==> config.mk <==
export PLATFORM = sky130hd
export DESIGN_NAME = cb_config_loader
export DESIGN_NICKNAME = d
export VERILOG_FILES = /design/src/rtl/cb_cfg_pkg.sv /design/src/rtl/cb_cfg_piso.sv /design/src/rtl/cb_config_loader.sv
export SDC_FILE = /design/constraint.sdc
export NUM_CORES = 1
export LEC_CHECK = 0
export BUFFER_PORTS_ARGS = -buffer_cell sky130_fd_sc_hd__buf_4
export CORE_UTILIZATION = 50
export CTS_BUF_LIST = sky130_fd_sc_hd__clkbuf_2
export DETAILED_ROUTE_END_ITERATION = 6
export GPL_ROUTABILITY_DRIVEN = 0
export PLACE_DENSITY_LB_ADDON = 0.05
export SYNTH_ARGS = -nofsm -noshare
export SYNTH_HDL_FRONTEND = slang
export SYNTH_SLANG_ARGS = --single-unit
==> constraint.sdc <==
create_clock -name prog_clk -period 5.6 [get_ports prog_clk]
set_clock_uncertainty 0.15 [all_clocks]
set_input_delay 0.28 -clock prog_clk [delete_from_list [all_inputs] [get_ports prog_clk]]
set_output_delay 0.28 -clock prog_clk [all_outputs]
set_load 0.01 [all_outputs]
==> src/rtl/cb_cfg_pkg.sv <==
// Shared definitions for the connection-box configuration loader.
//   cb_state_t   : loader FSM states
//   CB_CHAIN_LEN : number of flops in one CB programming chain
package cb_cfg_pkg;

  localparam int CB_CHAIN_LEN = 69;

  typedef enum logic [1:0] {
    IDLE   = 2'd0,
    SHIFT  = 2'd1,
    VERIFY = 2'd2,
    DONE   = 2'd3
  } cb_state_t;

endpackage

==> src/rtl/cb_cfg_piso.sv <==
// Parallel-load, indexed-select serializer holding the latched configuration word.
// Ports:
//   prog_clk, rst : clock and asynchronous active-high reset
//   load          : capture load_data into the internal word
//   load_data     : configuration word to capture
//   next_sel      : bit index that will be driven onto the chain next cycle
//   cur_sel       : bit index currently being shifted (used for readback compare)
//   next_bit      : selected bit for next_sel (bypasses the register while loading)
//   cur_bit       : stored bit at cur_sel
module cb_cfg_piso
  import cb_cfg_pkg::*;
#(
  parameter int CHAIN_LEN = CB_CHAIN_LEN,
  parameter int CNT_W     = $clog2(CHAIN_LEN + 1)
) (
  input  logic                 prog_clk,
  input  logic                 rst,
  input  logic                 load,
  input  logic [CHAIN_LEN-1:0] load_data,
  input  logic [CNT_W-1:0]     next_sel,
  input  logic [CNT_W-1:0]     cur_sel,
  output logic                 next_bit,
  output logic                 cur_bit
);

  logic [CHAIN_LEN-1:0] cfg_q_reg;

  always_ff @(posedge prog_clk or posedge rst) begin
    if (rst) begin
      cfg_q_reg <= '0;
    end else if (load) begin
      cfg_q_reg <= load_data;
    end
  end

  // The first serial bit has to be registered in the same edge that latches
  // the word, so while loading it is taken straight from the incoming data.
  assign next_bit = load ? load_data[next_sel] : cfg_q_reg[next_sel];
  assign cur_bit  = cfg_q_reg[cur_sel];

endmodule

==> src/rtl/cb_config_loader.sv <==
// Connection-box scan-chain configuration loader.
// Shifts a latched CHAIN_LEN-bit word LSB first into the CB programming chain,
// optionally shifts it a second time while comparing the bits returned on
// prog_out, and reports the outcome.
// Ports:
//   prog_clk, rst : clock and asynchronous active-high reset
//   start         : load request, honoured only while ready=1
//   verify_en     : captured with start; 1 = run readback pass
//   cfg_data      : configuration word, captured with start
//   ready         : idle, next start will be accepted
//   prog_en       : chain shift enable (registered)
//   prog_in       : serial data into chain (registered)
//   prog_out      : serial data from chain tail
//   done          : one-cycle pulse when a load ends
//   cfg_valid     : last load completed with zero readback mismatches
//   err_count     : mismatches seen in the last readback pass (saturating)
module cb_config_loader
  import cb_cfg_pkg::*;
#(
  parameter int CHAIN_LEN = CB_CHAIN_LEN,
  parameter int CNT_W     = $clog2(CHAIN_LEN + 1)
) (
  input  logic                 prog_clk,
  input  logic                 rst,
  input  logic                 start,
  input  logic                 verify_en,
  input  logic [CHAIN_LEN-1:0] cfg_data,
  output logic                 ready,
  output logic                 prog_en,
  output logic                 prog_in,
  input  logic                 prog_out,
  output logic                 done,
  output logic                 cfg_valid,
  output logic [CNT_W-1:0]     err_count
);

  localparam logic [CNT_W-1:0] CNT_LAST = CNT_W'(CHAIN_LEN - 1);
  localparam logic [CNT_W-1:0] ERR_MAX  = CNT_W'(CHAIN_LEN);

  cb_state_t        state_reg, state_next;
  logic [CNT_W-1:0] cnt_reg, cnt_next;
  logic [CNT_W-1:0] err_reg, err_next;
  logic             verify_reg, verify_next;
  logic             cfg_valid_reg, cfg_valid_next;
  logic             ready_reg, ready_next;
  logic             prog_en_reg, prog_en_next;
  logic             prog_in_reg, prog_in_next;
  logic             done_reg, done_next;
  logic             load;
  logic             next_bit;
  logic             cur_bit;

  cb_cfg_piso #(
    .CHAIN_LEN (CHAIN_LEN),
    .CNT_W     (CNT_W)
  ) u_piso (
    .prog_clk  (prog_clk),
    .rst       (rst),
    .load      (load),
    .load_data (cfg_data),
    .next_sel  (cnt_next),
    .cur_sel   (cnt_reg),
    .next_bit  (next_bit),
    .cur_bit   (cur_bit)
  );

  always_comb begin
    state_next     = state_reg;
    cnt_next       = cnt_reg;
    err_next       = err_reg;
    verify_next    = verify_reg;
    cfg_valid_next = cfg_valid_reg;
    load           = 1'b0;

    case (state_reg)
      IDLE: begin
        if (start) begin
          load           = 1'b1;
          verify_next    = verify_en;
          err_next       = '0;
          cnt_next       = '0;
          cfg_valid_next = 1'b0;
          state_next     = SHIFT;
        end
      end

      SHIFT: begin
        if (cnt_reg == CNT_LAST) begin
          cnt_next = '0;
          if (verify_reg) begin
            state_next = VERIFY;
          end else begin
            state_next     = DONE;
            cfg_valid_next = (err_next == '0);
          end
        end else begin
          cnt_next = cnt_reg + 1'b1;
        end
      end

      VERIFY: begin
        // prog_out in this cycle carries the bit shifted in during the
        // first pass at the same index.
        if ((prog_out != cur_bit) && (err_reg != ERR_MAX)) begin
          err_next = err_reg + 1'b1;
        end
        if (cnt_reg == CNT_LAST) begin
          cnt_next       = '0;
          state_next     = DONE;
          // Includes the compare made in this final verify cycle.
          cfg_valid_next = (err_next == '0);
        end else begin
          cnt_next = cnt_reg + 1'b1;
        end
      end

      DONE: begin
        state_next = IDLE;
      end

      default: begin
        state_next = IDLE;
      end
    endcase
  end

  // Outputs are decoded from the next state so that they come straight
  // out of flops and line up with the state they describe.
  assign prog_en_next = (state_next == SHIFT) || (state_next == VERIFY);
  assign prog_in_next = prog_en_next & next_bit;
  assign ready_next   = (state_next == IDLE);
  assign done_next    = (state_next == DONE);

  always_ff @(posedge prog_clk or posedge rst) begin
    if (rst) begin
      state_reg     <= IDLE;
      cnt_reg       <= '0;
      err_reg       <= '0;
      verify_reg    <= 1'b0;
      cfg_valid_reg <= 1'b0;
      ready_reg     <= 1'b1;
      prog_en_reg   <= 1'b0;
      prog_in_reg   <= 1'b0;
      done_reg      <= 1'b0;
    end else begin
      state_reg     <= state_next;
      cnt_reg       <= cnt_next;
      err_reg       <= err_next;
      verify_reg    <= verify_next;
      cfg_valid_reg <= cfg_valid_next;
      ready_reg     <= ready_next;
      prog_en_reg   <= prog_en_next;
      prog_in_reg   <= prog_in_next;
      done_reg      <= done_next;
    end
  end

  assign ready     = ready_reg;
  assign prog_en   = prog_en_reg;
  assign prog_in   = prog_in_reg;
  assign done      = done_reg;
  assign cfg_valid = cfg_valid_reg;
  assign err_count = err_reg;

endmodule

== Word-level counts from Yosys, hierarchy flattened ==
Index checks and enable logic that the tools add are counted.
Widths: inputs -> output; s select.

* Flip-flop bits (word level): 91
* Bits in latches: 0
* RAM bits: 0
* ROM bits: 0
* Input port bits: 74
* Output and inout bits: 12
* Logic and storage cells: 66
* Memories: 0

* $add $sub $neg: 2
* $mul: 0
* Divide/modulo/power cells: 0
* Order comparisons: 2
* Equality and inequality tests: 13
* Shift-type cells: 0
* Multiplexer cells: 26
* Bitwise gates (word level): 1
* Reductions and logical operators: 12

{| class="wikitable"
|+ Operators by type and width
! operator !! count
|-
| $mux 7 || 5
|-
| $pmux 7 s2 || 2
|-
| $bmux 1 s7 || 3
|-
| $lt 7x8->1 const B || 2
|-
| $add 7x1->7 const B || 2
|-
| $logic_not 7->1 || 2
|-
| $mux 1 || 11
|-
| $eq 2x2->1 const B || 4
|-
| $ne 2x2->1 const B || 4
|-
| $pmux 2 s4 || 1
|-
| $eq 7x7->1 const B || 1
|-
| $ne 7x7->1 const B || 1
|-
| $mux 2 || 3
|-
| $reduce_and 5->1 || 1
|-
| $eq 2x1->1 const B || 2
|-
| $logic_not 2->1 || 2
|-
| $reduce_and 2->1 || 2
|-
| $pmux 1 s3 || 1
|-
| $reduce_bool 3->1 || 1
|-
| $reduce_bool 2->1 || 1
|-
| $reduce_or 2->1 || 1
|-
| $and 1x1->1 || 1
|-
| $logic_and 1x1->1 || 1
|-
| $logic_or 1x1->1 || 1
|-
| $ne 1x1->1 || 1
|}

== Logic depth before layout (Yosys ltp) ==
Gate-level depths: netlist of run 1.

* Word-level depth: 9
* Gate-level depth with buffers: 16
* Mapped depth without buffers: 12

== Hierarchy ==
A second synthesis of run 1 with hierarchy kept.

* Cells, all modules: 450
* Area total of the unflattened synthesis: 5,868.1 µm²

{| class="wikitable"
|+ Modules (own cells, without submodules)
! module !! instances !! cells an instance !! area an instance (µm²) !! sequential area each (µm²)
|-
| cb_cfg_piso || 1 || 278 || 4,339.2 || 1,726.7
|-
| cb_config_loader || 1 || 172 || 1,529.0 || 551.8
|}

== Worst setup path before layout of run 1 ==
No wires, ideal clock.

* Path type: reg2reg
* Start point: register state_reg[1]
* End point: register prog_in_reg, in the netlist prog_in
* Setup time: 0.065 ns
* Data arrival time: 2.973 ns
* Required time: 5.385 ns
* Setup slack: 2.412 ns
* Cell stages (with the launch flop): 17
* Buffers on the path: 4
* Clock period less this slack: 3.188 ns
* Cell sequence: dfrtp_1 inv_1 ha_1 clkbuf_1 nor2b_1 o21ai_1 and2_1 buf_4 inv_2 buf_2 buf_2 nand2_1 a311oi_1 o21ai_0 o2111a_1 nor4_1 a31o_1

* Cells in the longest elaborated chain, start to end: 7
* Elaborated cells on any way between the ends: 20
* Those cells by class: eq/ne: 5; mux: 11; bitwise: 1; reduce/logical: 3

{| class="wikitable"
|+ Ends and longest elaborated chain
! what !! line !! source
|-
| start, declared || cb_config_loader.sv:40 || <nowiki>cb_state_t state_reg, state_next;</nowiki>
|-
| start signal, assigned || cb_config_loader.sv:146 || <nowiki>state_reg <= state_next;</nowiki>
|-
| $eq 2x2->1 / $eq 2x1->1 (equally long branches) || cb_config_loader.sv:75 || <nowiki>case (state_reg)</nowiki>
|-
| $reduce_or 2->1 (no line) || -- ||
|-
| $pmux 7 s2 (*) || cb_config_loader.sv:75 ||
|-
| via cnt_next[0] || cb_config_loader.sv:41 || <nowiki>logic [CNT_W-1:0] cnt_reg, cnt_next;</nowiki>
|-
| $bmux 1 s7 || cb_cfg_piso.sv:38 || <nowiki>assign next_bit = load ? load_data[next_sel] : cfg_q_reg[next_sel];</nowiki>
|-
| $mux 1 (implied by the code) || cb_cfg_piso.sv:38 ||
|-
| $mux 1 (*) || cb_cfg_piso.sv:38 ||
|-
| $and 1x1->1 (*) || cb_config_loader.sv:130 || <nowiki>assign prog_in_next = prog_en_next & next_bit;</nowiki>
|-
| via prog_in_next || cb_config_loader.sv:47 || <nowiki>logic prog_in_reg, prog_in_next;</nowiki>
|-
| end signal, assigned || cb_config_loader.sv:153 || <nowiki>prog_in_reg <= prog_in_next;</nowiki>
|-
| end, declared || cb_config_loader.sv:47 ||
|}

Mark *: on every way through the listed nets, which the timed path passes. The rest lies on a longest branch. The select of a mux whose other input is x is not followed.
A chain may end at the register's enable or synchronous reset.

== Worst setup path after layout of run 1 ==
* Start point: register state_reg[0]
* End point: register prog_in_reg, in the netlist prog_in

* Cells in the longest elaborated chain, start to end: 7
* Elaborated cells on any way between the ends: 20
* Those cells by class: eq/ne: 5; mux: 11; bitwise: 1; reduce/logical: 3

{| class="wikitable"
|+ Ends and longest elaborated chain
! what !! line
|-
| $eq 2x2->1 / $eq 2x1->1 (equally long branches) || cb_config_loader.sv:75
|-
| $reduce_or 2->1 (no line) || --
|-
| $pmux 7 s2 || cb_config_loader.sv:75
|-
| $bmux 1 s7 || cb_cfg_piso.sv:38
|-
| $mux 1 (implied by the code) || cb_cfg_piso.sv:38
|-
| $mux 1 || cb_cfg_piso.sv:38
|-
| $and 1x1->1 (*) || cb_config_loader.sv:130
|-
| via prog_in_next || cb_config_loader.sv:47
|}

Marked as above.

==> impl_metrics.json, run 1 <==
{
  "grt_pass1_wl_mm": 30.19,
  "async_flop_share_pct": 100.0,
  "crit_family": "buffers and inverters",
  "crit_chain": "inv_1, ha_1, nor2b_1, o211ai_2, and2_1, inv_2, buf_4, buf_4, a211oi_1, a311oi_1, o21ai_0, o2111a_1, nor4_1, a31o_1",
  "grtUsageMet1_pct": 40.95,
  "clock_latency_ps": 620,
  "worst_r2r_path_depth": 14,
  "syn_inst": 753,
  "max_cap_violations": 0,
  "rsz0062_at_grt": "false",
  "placed_area_um2": 6683,
  "first_pass_iters": 7,
  "wl_per_cell_um": 17.92,
  "fp.dieH_um": 111.8,
  "path_class": "flip-flop to flip-flop",
  "ant_nets": 0,
  "setup_viol": 0,
  "p_sw_mw": 1.739,
  "rr_startpoint": "state_reg[0]$_DFF_PP0_",
  "timing.fmax_mhz": 234.6,
  "tns_ps": 0,
  "cp_max_fo": 34,
  "maxSlewHeadroom_pct": 33.82,
  "busiest_layer": "met2",
  "grt_start_max_net_pins": 75,
  "internal-power_mw": 1.889,
  "startpoint": "state_reg[0]$_DFF_PP0_",
  "startpoint_type": "flip-flop",
  "end_kind": "flip-flop",
  "p_leak_nw": 3.578,
  "worstPathRequired_ps": 6030,
  "slowest_stage": "inv_2",
  "clock_path_buffers": 2,
  "power.total_mw": 3.628,
  "cts_tree": "yes",
  "avgSynthCellArea_um2": 7.999,
  "largest_reg_flops": 69,
  "clkTransAtPathRegs_ps": 250,
  "die_area_um2": 12490,
  "clockRootBuffer": "clkbuf_2",
  "dr.first_iter.drc_count": 650,
  "seq_power_share_pct": 33.0,
  "fillers": 980,
  "route.detailed.drc": 4,
  "core_area_um2": 11560,
  "cp_common_cell": "buf_4",
  "critical_path_buf_inv_count": 4,
  "post-route-period-util_pct": 76.12,
  "fin_crit_ps": 4263,
  "via_per_inst": 5.963,
  "dieWidth_um": 111.8,
  "status": "finished with violations",
  "postCtsResizedCells": 0,
  "portBuffers": 85,
  "wirelength_mm": 18.39,
  "cts_buffers": 9,
  "grt_pass1_vias": 5913,
  "syn_to_final_growth_pct": 24.68,
  "hold_class": "primary input to async pin",
  "grtUsageTotal_pct": 30.84,
  "maxSlewViolCount": 0,
  "cts_sinks": 91,
  "design_area_um2": 7510,
  "p_comb_share_pct": 57.8,
  "clkPwrFrac_pct": 9.2,
  "dr_total_vias": 6118,
  "antenna_found_initial": 1,
  "sw_frac_of_total_pct": 47.93,
  "violations": "design-rule violations",
  "arrival_ps": 4700,
  "io_pins": 86,
  "dpl.hpwl_mm": 12.05,
  "synth_edf_count": 0,
  "start_util_pct": 52.08,
  "yosysWarnings": 0,
  "met2_usage_pct": 51.10,
  "placement_rows": 39,
  "synthesis.area_um2": 6023,
  "fin_util_pct": 64.94,
  "ys_seq_elements": 91,
  "worstMarginPinSlew_ps": 984.3,
  "overflow": 0,
  "gr-usage-met3_pct": 5.825,
  "peakVddDrop_uv": 319.7,
  "synthFlopType": "dfrtp_1",
  "syn-num-nets": 838,
  "hold_viol_final": 0,
  "critPathMaxStageDelay_ps": 500,
  "htree_levels": 3,
  "holdWs_ps": 12.06,
  "p_per_area_nw_per_um2": 483.1,
  "drive_above_1_share_pct": 15.78,
  "crit_cells": 14,
  "yosys.cell_types.count": 69,
  "nets": 963,
  "synth-seq-area-share_pct": 37.83
}
==> layer usage <==
layer	part of all wire [%]	vias up
li1	-	2883
met1	44	2967
met2	48	237
met3	5.6	31
met4	1.9	0
met5	0	-
==> worst reg2reg max path: stages, from the launching register on <==
cell      delay [ps]
dfrtp_1          460
inv_1             90
ha_1             320
nor2b_1          270
o211ai_2         380
and2_1           290
inv_2            500
buf_4            460
buf_4            220
a211oi_1          70
a311oi_1         300
o21ai_0          110
o2111a_1         180
nor4_1           300
a31o_1           140
==> worst paths after layout <==
path                                               endpoint  slack (ps)
max                                       prog_in$_DFF_PP0_        1340
min                         u_piso.cfg_q_reg[0]$_DFFE_PP0P_          10
max reg2reg                               prog_in$_DFF_PP0_        1340
min reg2reg                u_piso.cfg_q_reg[25]$_DFFE_PP0P_         390
max in group asynchronous                    done$_DFF_PP0_        4040
min in group prog_clk              err_count[3]$_DFFE_PP0P_         100
==> placed cells by master, fill, tap and decap left out, types with 4 or more instances in the layout <==
| master | count |
|---|---|
| a211oi_1 | 20 |
| a21oi_1 | 38 |
| a221oi_1 | 9 |
| a22o_1 | 4 |
| a22oi_1 | 9 |
| a311oi_1 | 9 |
| a31oi_1 | 11 |
| and3_1 | 24 |
| buf_4 | 97 |
| clkbuf_2 | 9 |
| dfrtp_1 | 90 |
| dlygate4sd3_1 | 72 |
| ha_1 | 11 |
| inv_1 | 15 |
| mux2i_1 | 20 |
| mux4_2 | 11 |
| nand2_1 | 288 |
| nand3_1 | 16 |
| nor2_1 | 18 |
| nor2b_1 | 5 |
| nor3_1 | 8 |
| nor4_1 | 6 |
| o21ai_0 | 12 |
| or3_1 | 4 |
==> kinds of logic (layout without fill, tap and decap cells) <==
| group | after synthesis | count (layout) | synth area share (%) |
|---|---|---|---|
| adders and majority gates | 11 | 11 | 2.285 |
| muxes | 36 | 36 | 8.870 |
| DFF | 91 | 91 | 37.83 |
| and+or+nand+nor | 390 | 390 | 27.73 |
| xor gates and xnor gates | 4 | 4 | 0.7064 |
| AOI/OAI and AO/OA | 147 | 147 | 17.20 |
| other | 0 | 2 | 0 |
| buffers and inverters | 74 | 202 | 5.380 |
==> cells in the mapped netlist (3+ instances only) <==
cell,number,area share [%]
nor4b_1,3,0.44
clkbuf_1,38,2.4
mux2i_1,20,3.3
nand2b_1,3,0.31
ha_1,11,2.3
a311o_1,3,0.50
and2_1,3,0.31
a21oi_1,38,3.2
or3_1,4,0.42
a211oi_1,20,2.5
buf_2,10,0.83
a2111oi_0,3,0.44
mux4_2,11,4.1
buf_4,3,0.37
nor4_1,6,0.62
a22o_1,4,0.58
inv_2,3,0.19
a221oi_1,9,1.3
a22oi_1,9,1.1
nor2b_1,5,0.52
o21ai_1,3,0.25
nor2_1,18,1.1
nand2_1,289,18
a31oi_1,11,1.1
nand3_1,16,1.3
inv_1,16,1.0
o21ai_0,12,1.0
and3_1,24,2.5
a311oi_1,9,1.3
buf_6,3,0.56
nor3_1,8,0.66
dfrtp_1,90,37
==> through the flow <==
stage	worst slack, ps	std cells
floorplan	2412	753
global placement	1646	938
detailed placement	1452	938
CTS	1368	1024
global route	1109	1026
finish	1337	1026
==> power groups by stage <==
stage	sequential (mW)	clock [mW]	combinational [mW]
after floorplan	1.10	0	1.59
after global placement	1.19	0	1.97
after detailed placement	1.20	0	2.03
after CTS	1.19	0.341	2.07
after global routing	1.23	0.360	2.30
final	1.20	0.332	2.10
==> layout make-up <==
| class | instances | area [um2] | share of cell area (%) |
|---|---|---|---|
| diodes | 2 | 5.005 | 0.06664 |
| clock buffers | 9 | 45.04 | 0.5998 |
| clock inverters | 5 | 56.30 | 0.7498 |
| inverters | 19 | 72.57 | 0.9663 |
| multi-input cells | 588 | 3425 | 45.60 |
| flip-flops and latches | 91 | 2278 | 30.34 |
| well taps | 143 | 178.9 | 2.383 |
| repair buffers | 169 | 1449 | 19.29 |
==> timing repair <==
item	CTS	global route
endpoints found under the hold margin	97	0
buffers inserted	0	0
hold buffers	72	0
(Power assumes the default switching activity.)
==> inputs of run 2 (changes only) <==
--- a/config.mk
+++ b/config.mk
@@ -5,6 +5,7 @@
 export SDC_FILE = /design/constraint.sdc
 export NUM_CORES = 1
 export LEC_CHECK = 0
+export ABC_AREA = 1
 export BUFFER_PORTS_ARGS = -buffer_cell sky130_fd_sc_hd__buf_4
 export CORE_UTILIZATION = 50
 export CTS_BUF_LIST = sky130_fd_sc_hd__clkbuf_2
==> constraint.sdc (replaced) <==
create_clock -name prog_clk -period 4.1 [get_ports prog_clk]
set_clock_uncertainty 0.15 [all_clocks]
set_input_delay 0.205 -clock prog_clk [delete_from_list [all_inputs] [get_ports prog_clk]]
set_output_delay 0.205 -clock prog_clk [all_outputs]
set_load 0.01 [all_outputs]
==> impl_metrics.json, run 2 <==
{
  "status": "completed",
  "grt_start_max_net_pins": 64,
  "antenna_found_initial": 1,
  "timing.fmax_mhz": 267.8,
  "setup_slack_ps": 365.7,
  "fin_util_pct": 65.25,
  "core_area_um2": 11660,
  "hold_class": "primary input to flip-flop",
  "reg2reg_to": "prog_in$_DFF_PP0_",
  "route.detailed.drc": 0,
  "ys_seq_elements": 91,
  "synthesis.area_um2": 6093,
  "first_pass_iters": 6,
  "dieWidth_um": 112.4,
  "peakVddDrop_uv": 154.6,
  "clkTransAtPathRegs_ps": 260,
  "crit_end": "prog_in$_DFF_PP0_",
  "fin_crit_ps": 3734,
  "grtUsageTotal_pct": 29.91,
  "setup_viol": 0,
  "post-place-ws_ps": 457.9,
  "avgSynthCellArea_um2": 6.801,
  "yosysWarnings": 0,
  "end_kind": "flip-flop",
  "io_pins": 86,
  "yosysMostFrequentCell": "nand2_1",
  "die_area_um2": 12630,
  "fillers": 1033,
  "p_leak_nw": 3.758,
  "dr.first_iter.drc_count": 477,
  "worstPathRequired_ps": 4510,
  "syn_to_final_growth_pct": 24.89,
  "cts_sinks": 91,
  "synth_top_area_share_pct": 36.96,
  "maxSlewViolCount": 0,
  "most-common-layout-cells": "nand2_1, o21ai_0, nand3_1",
  "fp.dieH_um": 112.4,
  "worst_r2r_path_depth": 13,
  "maxSlewHeadroom_pct": 28.45,
  "synth-seq-area-share_pct": 37.39,
  "synthTopCellsByArea": "dfrtp_1, nand2_1, o21ai_0, nand3_1, inv_1",
  "placement_rows": 39,
  "yosysTopAreaCell": "dfrtp_1",
  "dpl.hpwl_mm": 11.56,
  "worstMarginPinSlew_ps": 1073,
  "syn_inst": 896,
  "hold_viol_final": 0,
  "rrSetupSlack_ps": 370,
  "yosys.cell_types.count": 37,
  "nets": 1112,
  "postCtsSetupRepairBufs": 0,
  "synth_commonest_cells": "nand2_1, o21ai_0, nand3_1, inv_1, dfrtp_1",
  "wl_per_cell_um": 15.30,
  "clockRootBuffer": "clkbuf_2",
  "grt_pass1_vias": 6291,
  "path_class": "flip-flop to flip-flop",
  "power.total_mw": 1.878,
  "wirelength_mm": 17.98,
  "startpoint": "state_reg[1]$_DFF_PP0_",
  "rr_startpoint": "state_reg[1]$_DFF_PP0_",
  "overflow": 0,
  "htree_levels": 3,
  "tns_ps": 0,
  "mostFrequentLayoutCell": "nand2_1",
  "drive_above_1_share_pct": 12.80,
  "cp_max_fo": 58,
  "post-route-period-util_pct": 91.08,
  "rsz0062_at_grt": "false",
  "ant_nets": 0,
  "ff_latch_area_um2": 2278,
  "start_util_pct": 52.25,
  "multi_input_area_um2": 3141,
  "max_cap_violations": 0,
  "startpoint_type": "flip-flop",
  "clock_path_buffers": 2,
  "largest_reg_flops": 69,
  "clock_latency_ps": 620,
  "p_per_area_nw_per_um2": 246.7,
  "via_per_inst": 5.547,
  "dr_total_vias": 6518,
  "cts_buffers": 9,
  "syn-num-nets": 981,
  "synth_edf_count": 0,
  "arrival_ps": 4140,
  "grt_pass1_wl_mm": 30.02,
  "async_flop_share_pct": 100.0,
  "synthFlopType": "dfrtp_1",
  "portBuffers": 85,
  "cts_tree": "yes"
}
run 2: cell count changes after synthesis, moves of 10 or more:
cell,previous run,this run
a211oi_1,20,0
a31oi_1,11,1
and3_1,24,0
buf_2,10,28
clkbuf_1,38,12
inv_1,16,104
mux2i_1,20,0
mux4_2,11,0
nand2_1,289,276
nand3_1,16,107
nor2_1,18,33
o211ai_1,2,33
o21ai_0,12,108
run 2: how the worst min path moves through the flow:
| stage | startpoint | to | cells after the start |
|---|---|---|---|
| finish | cfg_data[64] | u_piso.cfg_q_reg[64]$_DFFE_PP0P_ | 4 |
| global route | cfg_data[64] | u_piso.cfg_q_reg[64]$_DFFE_PP0P_ | 4 |
| CTS | cfg_data[51] | u_piso.cfg_q_reg[51]$_DFFE_PP0P_ | 4 |
| detailed placement | cfg_data[61] | u_piso.cfg_q_reg[61]$_DFFE_PP0P_ | 3 |
| global placement | cfg_data[51] | u_piso.cfg_q_reg[51]$_DFFE_PP0P_ | 3 |
| floorplan | cfg_data[0] | u_piso.cfg_q_reg[0]$_DFFE_PP0P_ | 2 |
run 2: stage by stage:
| stage | cell area, um2 | instances | hold slack [ps] |
|---|---|---|---|
| 3_5_place_dp | 6748 | 1086 | 269.0 |
| 4_1_cts | 7607 | 1174 | 128.4 |
| 5_1_grt | 7610 | 1175 | 136.7 |
| 2_1_floorplan | 6093 | 896 | 164.6 |
| 6_report | 7610 | 1175 | 161.6 |
| 3_3_place_gp | 6748 | 1086 | 259.9 |
run 2: report_power, final:
| part | total [mW] | switching, mW | internal, mW | leakage (nW) |
|---|---|---|---|---|
| registers | 0.968 | 0.0396 | 0.928 | 1.07 |
| clock network | 0.528 | 0.330 | 0.198 | 0.0717 |
| logic | 0.382 | 0.191 | 0.192 | 2.62 |
| total | 1.88 | 0.560 | 1.32 | 3.76 |
run 2: cells by family (layout without fill, tap and decap cells):
| kind of cell | after synthesis | count (layout) | synth area share [%] |
|---|---|---|---|
| fa+ha+maj | 11 | 11 | 2.259 |
| other cells | 0 | 1 | 0 |
| flops | 91 | 91 | 37.39 |
| xor+xnor | 8 | 8 | 1.150 |
| compound gates | 188 | 188 | 17.76 |
| simple gates | 437 | 437 | 30.33 |
| buf+inv | 161 | 296 | 11.11 |
run 2: critical path: stages, from the launching register on:
cell      delay [ps]
dfrtp_1          460
inv_1             90
ha_1             270
inv_1             50
nor2_1           170
nand2_4          120
o21ai_4          750
buf_4            600
o211ai_1         160
a31o_1           250
or2_0            240
nand3_1          100
nand3_1           90
a21boi_1         140
run 2: layer usage:
layer  global-route usage (%)  part of all wire [%]  vias to the layer above
li1                         -                     -                     3179
met1                    38.77                    45                     3066
met2                    51.01                    48                      235
met3                    3.456                   5.1                       38
met4                    12.36                   2.5                        0
met5                        0                     0                        -
run 2: area by class of cell:
cell class	count	share of cell area [%]
flip-flops and latches	91	29.94
diodes	1	0.03288
well taps	143	2.351
clock buffers	10	0.6577
repair buffers	171	19.27
clock inverters	5	1.036
inverters	110	5.442
multi-input cells	644	41.27
run 2: timing repair:
| item | 4_1_cts | 5_1_grt |
|---|---|---|
| endpoints found under the hold margin | 132 | 0 |
| hold buffers | 73 | 0 |
| gates resized for setup | 0 | 0 |
